**src/rtl/mem_access_ctrl.sv**
```systemverilog
// Data-memory access sequencer: takes one load/store at a time from the EX/MEM
// boundary and runs it over an SRAM-like port (req / addr_ok / data_ok).
// Store data is lane-replicated with byte strobes; load data is extracted and
// sign/zero-extended. Misaligned accesses complete as address errors without
// touching the port. A flush abandons the access and, if the port has already
// accepted the request, silently absorbs the pending response.
module mem_access_ctrl #(
  parameter int ADDR_W = 32,
  parameter int DATA_W = 32
) (
  input  logic              clk,
  input  logic              resetn,
  input  logic              op_valid,
  output logic              op_ready,
  input  logic              op_wr,
  input  logic [1:0]        op_size,
  input  logic              op_signed,
  input  logic [ADDR_W-1:0] op_addr,
  input  logic [DATA_W-1:0] op_wdata,
  input  logic              flush,
  output logic              res_valid,
  output logic [DATA_W-1:0] res_rdata,
  output logic              res_adel,
  output logic              res_ades,
  output logic              data_req,
  output logic              data_wr,
  output logic [1:0]        data_size,
  output logic [ADDR_W-1:0] data_addr,
  output logic [DATA_W-1:0] data_wdata,
  output logic [3:0]        data_wstrb,
  input  logic              data_addr_ok,
  input  logic              data_data_ok,
  input  logic [DATA_W-1:0] data_rdata
);

  typedef enum logic [2:0] {
    S_IDLE  = 3'd0,
    S_REQ   = 3'd1,
    S_WAIT  = 3'd2,
    S_ERR   = 3'd3,
    S_DRAIN = 3'd4
  } state_t;

  localparam logic [1:0] SZ_BYTE = 2'd0;
  localparam logic [1:0] SZ_HALF = 2'd1;
  localparam logic [1:0] SZ_WORD = 2'd2;

  state_t              state_q, state_d;
  logic                wr_q;
  logic [1:0]          size_q;
  logic                sgn_q;
  logic [ADDR_W-1:0]   addr_q;
  logic [DATA_W-1:0]   wdata_q;
  logic                res_valid_q, res_valid_d;
  logic [DATA_W-1:0]   res_rdata_q, res_rdata_d;
  logic                res_adel_q, res_adel_d;
  logic                res_ades_q, res_ades_d;
  logic                accept;
  logic [1:0]          size_norm;

  // Size 3 is an alias for word; folding it here keeps the rest of the logic 3-valued.
  function automatic logic [1:0] norm_size(input logic [1:0] sz);
    return (sz == 2'd3) ? SZ_WORD : sz;
  endfunction

  function automatic logic misaligned(input logic [1:0] sz, input logic [1:0] off);
    case (sz)
      SZ_HALF: return off[0];
      SZ_WORD: return (off != 2'b00);
      default: return 1'b0;
    endcase
  endfunction

  function automatic logic [DATA_W-1:0] store_lanes(input logic [1:0] sz,
                                                    input logic [DATA_W-1:0] wd);
    case (sz)
      SZ_BYTE: return {4{wd[7:0]}};
      SZ_HALF: return {2{wd[15:0]}};
      default: return wd;
    endcase
  endfunction

  function automatic logic [3:0] store_strb(input logic [1:0] sz, input logic [1:0] off);
    case (sz)
      SZ_BYTE: return 4'b0001 << off;
      SZ_HALF: return off[1] ? 4'b1100 : 4'b0011;
      default: return 4'b1111;
    endcase
  endfunction

  function automatic logic [DATA_W-1:0] load_ext(input logic [1:0] sz, input logic sgn,
                                                 input logic [1:0] off,
                                                 input logic [DATA_W-1:0] rd);
    logic [7:0]  b;
    logic [15:0] h;
    case (off)
      2'd0:    b = rd[7:0];
      2'd1:    b = rd[15:8];
      2'd2:    b = rd[23:16];
      default: b = rd[31:24];
    endcase
    h = off[1] ? rd[31:16] : rd[15:0];
    case (sz)
      SZ_BYTE: return sgn ? {{24{b[7]}}, b} : {24'd0, b};
      SZ_HALF: return sgn ? {{16{h[15]}}, h} : {16'd0, h};
      default: return rd;
    endcase
  endfunction

  assign accept    = op_valid & (state_q == S_IDLE) & ~flush;
  assign size_norm = norm_size(op_size);

  // State register and registered result (result is a one-cycle pulse).
  always_ff @(posedge clk) begin
    if (!resetn) begin
      state_q     <= S_IDLE;
      res_valid_q <= 1'b0;
      res_rdata_q <= '0;
      res_adel_q  <= 1'b0;
      res_ades_q  <= 1'b0;
    end else begin
      state_q     <= state_d;
      res_valid_q <= res_valid_d;
      res_rdata_q <= res_rdata_d;
      res_adel_q  <= res_adel_d;
      res_ades_q  <= res_ades_d;
    end
  end

  // Capture the accepted operation; it stays stable for the whole transaction.
  always_ff @(posedge clk) begin
    if (!resetn) begin
      wr_q    <= 1'b0;
      size_q  <= 2'd0;
      sgn_q   <= 1'b0;
      addr_q  <= '0;
      wdata_q <= '0;
    end else if (accept) begin
      wr_q    <= op_wr;
      size_q  <= size_norm;
      sgn_q   <= op_signed;
      addr_q  <= op_addr;
      wdata_q <= op_wdata;
    end
  end

  // Next-state and result staging; a flush always wins over a completion.
  always_comb begin
    state_d     = state_q;
    res_valid_d = 1'b0;
    res_rdata_d = '0;
    res_adel_d  = 1'b0;
    res_ades_d  = 1'b0;
    case (state_q)
      S_IDLE: begin
        if (accept) begin
          state_d = misaligned(size_norm, op_addr[1:0]) ? S_ERR : S_REQ;
        end
      end
      S_REQ: begin
        if (flush) begin
          state_d = data_addr_ok ? S_DRAIN : S_IDLE;
        end else if (data_addr_ok) begin
          state_d = S_WAIT;
        end
      end
      S_WAIT: begin
        if (flush) begin
          state_d = data_data_ok ? S_IDLE : S_DRAIN;
        end else if (data_data_ok) begin
          state_d     = S_IDLE;
          res_valid_d = 1'b1;
          res_rdata_d = wr_q ? '0 : load_ext(size_q, sgn_q, addr_q[1:0], data_rdata);
        end
      end
      S_DRAIN: begin
        if (data_data_ok) begin
          state_d = S_IDLE;
        end
      end
      S_ERR: begin
        state_d = S_IDLE;
        if (!flush) begin
          res_valid_d = 1'b1;
          res_adel_d  = ~wr_q;
          res_ades_d  = wr_q;
        end
      end
      default: state_d = S_IDLE;
    endcase
  end

  // Port drive: everything is quiet outside REQ so stale captures never leak.
  always_comb begin
    data_req   = 1'b0;
    data_wr    = 1'b0;
    data_size  = 2'd0;
    data_addr  = '0;
    data_wdata = '0;
    data_wstrb = 4'b0000;
    if (state_q == S_REQ) begin
      data_req   = 1'b1;
      data_wr    = wr_q;
      data_size  = size_q;
      data_addr  = addr_q;
      data_wdata = wr_q ? store_lanes(size_q, wdata_q) : '0;
      data_wstrb = wr_q ? store_strb(size_q, addr_q[1:0]) : 4'b0000;
    end
  end

  assign op_ready  = (state_q == S_IDLE);
  assign res_valid = res_valid_q;
  assign res_rdata = res_rdata_q;
  assign res_adel  = res_adel_q;
  assign res_ades  = res_ades_q;

endmodule

```
**config.mk**
```make
export PLATFORM = sky130hd
export DESIGN_NAME = mem_access_ctrl
export DESIGN_NICKNAME = d
export VERILOG_FILES = /design/src/rtl/mem_access_ctrl.sv
export SDC_FILE = /design/constraint.sdc
export NUM_CORES = 1
export LEC_CHECK = 0
export BUFFER_PORTS_ARGS = -buffer_cell sky130_fd_sc_hd__buf_2
export CAP_MARGIN = 20
export CELL_PAD_IN_SITES_DETAIL_PLACEMENT = 1
export CELL_PAD_IN_SITES_GLOBAL_PLACEMENT = 1
export CORE_UTILIZATION = 25
export DETAILED_ROUTE_END_ITERATION = 10
export PLACE_DENSITY = 0.64
export REMOVE_ABC_BUFFERS = 1
export SKIP_CTS_REPAIR_TIMING = 1
export SLEW_MARGIN = 20
export SYNTH_ARGS = -nofsm -noshare
export SYNTH_HDL_FRONTEND = slang
export SYNTH_SLANG_ARGS = --single-unit
export TNS_END_PERCENT = 1
```
**constraint.sdc**
```tcl
create_clock -name clk -period 2.15 [get_ports clk]
set_clock_uncertainty 0.15 [all_clocks]
set_input_delay 0.1075 -clock clk [delete_from_list [all_inputs] [get_ports clk]]
set_output_delay 0.1075 -clock clk [all_outputs]
set_load 0.1 [all_outputs]
```
==> impl_metrics.yaml, run 1 <==
hold_path:
  hold_class: "input pin to flip-flop"
  holdPathStages: 4
clocking:
  clk_pin_slew_ns: 0.07
  cts_made_buffers: 9
  clock_tree.root_cell: "clkbuf_16"
  h-tree-depth: 3
  cts.sink_count: 106
  clk_latency_ns: 0.36
  cts_tree: "yes"
  clockBufferDepth: 2
sta:
  timing.final.crit_period_ns: 2.100
  tightest_slew_ns: 0.6179
  hold_ws_ns: 0.04157
  drv_slew: 0
  relSlewSlack: 0.5881
  period_share: 0.9765
  max_freq_mhz: 476.3
  setup-violations-final: 0
  hold_viol_final: 0
  fin_setup_tns_ns: 0
floorplan:
  die_h_um: 144.4
  coreArea_um2: 19650
  io_pins: 214
  floorplan.initialDensity: 0.2578
  die_x_um: 144.4
  rows: 51
  fp.dieArea_um2: 20840
synthesis:
  synth.ff_latch_count: 106
  yosys_warnings: 0
  synth_area_per_cell_um2: 7.869
  synth.most_common_cell: "nand2_1"
  synthArstFlopShare: 0
  mappedNetlistArea_um2: 5067
  synth_area_leader_cell: "dfxtp_1"
  synth_common_cells: "nand2_1 (188), dfxtp_1 (106), a21boi_0 (62), nor2_1 (47), a21oi_1 (38)"
  synthDistinctLibCells: 41
  yosys_most_used_dff: "dfxtp_1"
  synth_edf_count: 0
  yosys-top-cells-area: "dfxtp_1 (42%), nand2_1 (14%), a21boi_0 (9.2%)"
  syn_inst: 644
  ys_seq_area_frac: 0.4188
  synth_top_area_frac: 0.4188
route:
  wl_per_cell_um: 16.89
  via_count: 5550
  antenna_left: 0
  drt_iter0_markers: 180
  drc_errors: 0
  drt-total-wl_um: 20500
  dr.pass1.iters: 4
  viasPerCell: 4.572
grt:
  grt_max_degree: 69
  grt_pass1_vias: 5074
  grt_pass1_wl_um: 27810
  antenna_found_initial: 1
  grt-ovfl-total: 0
  grt_usage: 0.1761
worst_setup_path:
  r2r_cells: 5
  critPathLaunchType: "flip-flop"
  criticalPathCategory: "flip-flop to output pin"
  r2r_slack_ns: 0.17
  critical_path_arrival_ns: 1.84
  crit_required_ns: 1.89
  worstSetupEndpointType: "output pin"
  worstPathMaxFanout: 44
layout:
  finish.utilization: 0.4496
  nNetsFinal: 1049
  drive_gt1_frac: 0.2827
  design_area_um2: 8837
  area_growth_pct: 74.40
  fill_cells: 2295
pwr:
  p_leak_nw: 3.510
  ir_worst_vdd_mv: 0.3661
  power_density_nw_per_um2: 515.9
outcome:
  status: "completed"
run:
  max-cap-violations: 0
placed_design:
  place_hpwl_um: 12810
  place_area_um2: 7495
  portBuffers: 213
  gp_congestion: 0.7848
-- final timing paths --
path              endpoint  startpoint
min reg2reg      addr_q[3]   addr_q[3]
max reg2reg     state_q[2]  state_q[0]
max          data_wdata[5]  state_q[0]
min             state_q[1]       flush
-- cells in the final DEF (no fill, tap or decap), types with 3 or more instances in the layout --
cell,Yosys,routed
dfxtp_1,106,104
buf_12,0,75
a2111oi_0,4,4
a21boi_1,6,6
mux4_2,3,3
nand2_1,188,188
dlygate4sd3_1,0,105
nor2_1,47,46
buf_4,6,19
inv_1,12,12
a221oi_1,8,8
and2_1,34,34
nand3b_1,7,7
a21boi_0,62,62
o22ai_1,3,3
buf_2,15,141
o21ai_0,17,17
and3_1,9,9
a21oi_2,0,3
a211oi_1,6,6
nand2b_1,5,5
mux2i_1,18,18
clkbuf_16,0,9
a21oi_1,38,35
-- through the flow --
stage	cells	worst slack [ns]	power [mW]
after floorplan	591	-3.546	2.517
after global placement	1092	0.3178	2.850
after detailed placement	1092	0.2637	2.858
after CTS	1108	-0.05852	4.484
after global routing	1214	-0.01607	4.793
final	1214	0.05042	4.559
-- cell type report --
| class | instances | area, um^2 | share of cell area |
|---|---|---|---|
| clock inverter | 5 | 38.79 | 0.004389 |
| tap | 265 | 331.6 | 0.03752 |
| multi-input combinational | 473 | 2650 | 0.2999 |
| inverter | 12 | 45.04 | 0.005097 |
| antenna | 1 | 2.502 | 0.0002832 |
| timing repair buffer | 341 | 3412 | 0.3861 |
| sequential | 106 | 2125 | 0.2404 |
| clock buffer | 11 | 232.7 | 0.02633 |
-- power breakdown --
group	leakage (nW)	switching (mW)	total, mW	internal, mW
Sequential	0.862	0.0534	2.09	2.04
Combinational	2.52	0.484	0.879	0.395
Clock	0.131	0.793	1.59	0.797
Total	3.51	1.33	4.56	3.23
-- kinds of logic after synthesis --
| family | Yosys count | share of synthesized area |
|---|---|---|
| AO/OA/AOI/OAI | 150 | 0.2032 |
| buffers and inverters | 65 | 0.06222 |
| multiplexers | 21 | 0.04889 |
| flip-flops | 106 | 0.4188 |
| AND/OR/NAND/NOR | 302 | 0.2669 |
-- flip-flops by register name, indices dropped and copies added, names as in the netlist, 2 cells and up --
signal	cells
addr_q	32
res_rdata	32
wdata_q	32
state_q	3
size_q	2
-- worst max-delay path, cell delays in order, from the launching register on --
cell and delay (ns):
dfxtp_1 0.35, nor3b_4 0.22, buf_6 0.35, and3_1 0.34
buf_12 0.21
-- routing by layer --
| layer | wire [um] | global-route usage | part of all wire | vias up |
|---|---|---|---|---|
| met5 | 0 | 0 | 0 | - |
| met4 | 245 | 0.04709 | 0.012 | 0 |
| met3 | 1346 | 0.06689 | 0.066 | 20 |
| met2 | 10420 | 0.2963 | 0.51 | 173 |
| met1 | 8487 | 0.2081 | 0.41 | 2632 |
| li1 | - | - | - | 2725 |
(Power assumes the default switching activity.)
==> inputs of run 2 (changes only) <==
--- a/config.mk
+++ b/config.mk
@@ -13,6 +13,7 @@
 export DETAILED_ROUTE_END_ITERATION = 10
 export PLACE_DENSITY = 0.64
 export REMOVE_ABC_BUFFERS = 1
+export SETUP_SLACK_MARGIN = 0.3
 export SKIP_CTS_REPAIR_TIMING = 1
 export SLEW_MARGIN = 20
 export SYNTH_ARGS = -nofsm -noshare
==> impl_metrics.yaml, run 2 (same netlist as run 1, synthesis figures left out) <==
outcome:
  status: "completed"
route:
  viasPerCell: 4.573
  via_count: 5552
  antenna_left: 0
  drc_errors: 0
  dr.pass1.iters: 4
  drt-total-wl_um: 20610
  wl_per_cell_um: 16.97
  drt_iter0_markers: 181
worst_setup_path:
  worstSetupEndpointType: "output pin"
  r2r_end: "res_rdata[1]"
  critical_path_arrival_ns: 1.76
  crit_required_ns: 1.89
  r2r_slack_ns: 0.27
  r2r_cells: 5
  critPathLaunchType: "flip-flop"
  r2r-start: "state_q[1]"
  criticalPathCategory: "flip-flop to output pin"
  worstPathMaxFanout: 44
placed_design:
  portBuffers: 213
  place_area_um2: 7495
  place_hpwl_um: 12810
  gp_congestion: 0.7848
layout:
  final_cell_mix: "nand2_1 (188), buf_2 (141), dlygate4sd3_1 (105)"
  finish.utilization: 0.4555
  area_growth_pct: 76.67
  drive_gt1_frac: 0.3112
  design_area_um2: 8952
  final_common_cell: "nand2_1"
  nNetsFinal: 1049
pwr:
  p_leak_nw: 3.520
  power.share.sequential: 0.457
  power_density_nw_per_um2: 510.8
  ir_worst_vdd_mv: 0.3659
  pwr-share-comb: 0.195
  total_power_mw: 4.573
  internal-power_mw: 3.233
  pwr-share-clk: 0.348
  switching_share: 0.2929
  power.switching_mw: 1.340
sta:
  drv_slew: 0
  rsz0062_at_grt: "yes"
  period_share: 0.9397
  max_freq_mhz: 495.0
  tightest_slew_ns: 0.6205
  setup-violations-final: 0
  hold_viol_final: 0
  relSlewSlack: 0.5863
  timing.final.crit_period_ns: 2.020
  fin_setup_tns_ns: 0
clocking:
  cts_tree: "yes"
  h-tree-depth: 3
  clock_tree.root_cell: "clkbuf_16"
  clk_latency_ns: 0.36
  cts.sink_count: 106
  clk_pin_slew_ns: 0.07
  clockBufferDepth: 2
  cts_made_buffers: 9
grt:
  antenna_found_initial: 2
  grt_usage: 0.1761
  grt_pass1_wl_um: 27810
  grt_pass1_vias: 5074
  grt-ovfl-total: 0
  grt_max_degree: 69
floorplan:
  die_x_um: 144.4
  rows: 51
  io_pins: 214
  die_h_um: 144.4
  floorplan.initialDensity: 0.2578
  fp.dieArea_um2: 20840
  coreArea_um2: 19650
hold_path:
  hold_class: "input pin to flip-flop"
  holdPathStages: 4
  holdCritStartpoint: "flush"
  holdPathEnd: "state_q[1]"
run:
  max-cap-violations: 0
## run 2: cell types whose count changed in the layout (fill, tap and decap cells not counted), moves of 2 or more
cell     change
a21oi_2      +5
a21oi_1      -7
buf_12       +2
nor2_1      -19
nor2_2      +19
a21oi_4      +2
buf_4        -2
## run 2: worst max-delay path: stages (launching register included)
cell	delay, ns
dfxtp_1	0.34
nor3b_4	0.26
buf_12	0.26
and3_1	0.31
buf_12	0.21
## run 2: layout make-up
cell class	instances	area (um^2)
Clock inverter	5	38.79
Inverter	12	45.04
Antenna cell	1	2.502
Timing Repair Buffer	341	3437
Multi-Input combinational cell	473	2739
Sequential cell	106	2126
Clock buffer	11	232.7
Fill cell	2291	10700
Tap cell	265	331.6
## run 2: power by group through the flow
stage	Combinational (mW)	Sequential (mW)	Clock (mW)
4_1_cts	0.725	2.09	1.67
5_1_grt	0.973	2.10	1.73
3_3_place_gp	0.719	2.13	0
2_1_floorplan	0.352	2.17	0
3_5_place_dp	0.722	2.14	0
6_report	0.891	2.09	1.59
## run 2: metal layers
metal | vias up | wire length (um) | track usage | share of wire
met5 | - | 13 | 0 | 0.00063
li1 | 2730 | - | - | -
met3 | 20 | 1371 | 0.06689 | 0.067
met1 | 2626 | 8544 | 0.2081 | 0.41
met4 | 2 | 231 | 0.04709 | 0.011
met2 | 174 | 10440 | 0.2963 | 0.51
## run 2: how the worst max path moves through the flow
stage | startpoint | endpoint | cells past startpoint
2_1_floorplan | state_q[0] | data_wdata[10] | 3
3_3_place_gp | state_q[1] | data_wdata[5] | 4
3_5_place_dp | state_q[1] | res_rdata[1] | 5
4_1_cts | state_q[0] | data_wdata[5] | 4
5_1_grt | state_q[0] | data_wdata[5] | 4
6_report | state_q[1] | data_wdata[5] | 4
## run 2: stage by stage
step                      hold slack [ns]  setup slack [ns]  cells
after floorplan                   0.06773            -3.546    591
after global placement             0.2011            0.3178   1092
after detailed placement           0.2096            0.2637   1092
after CTS                         -0.1817          -0.05852   1108
after global routing              0.03420           0.06828   1214
final                             0.02746            0.1297   1214
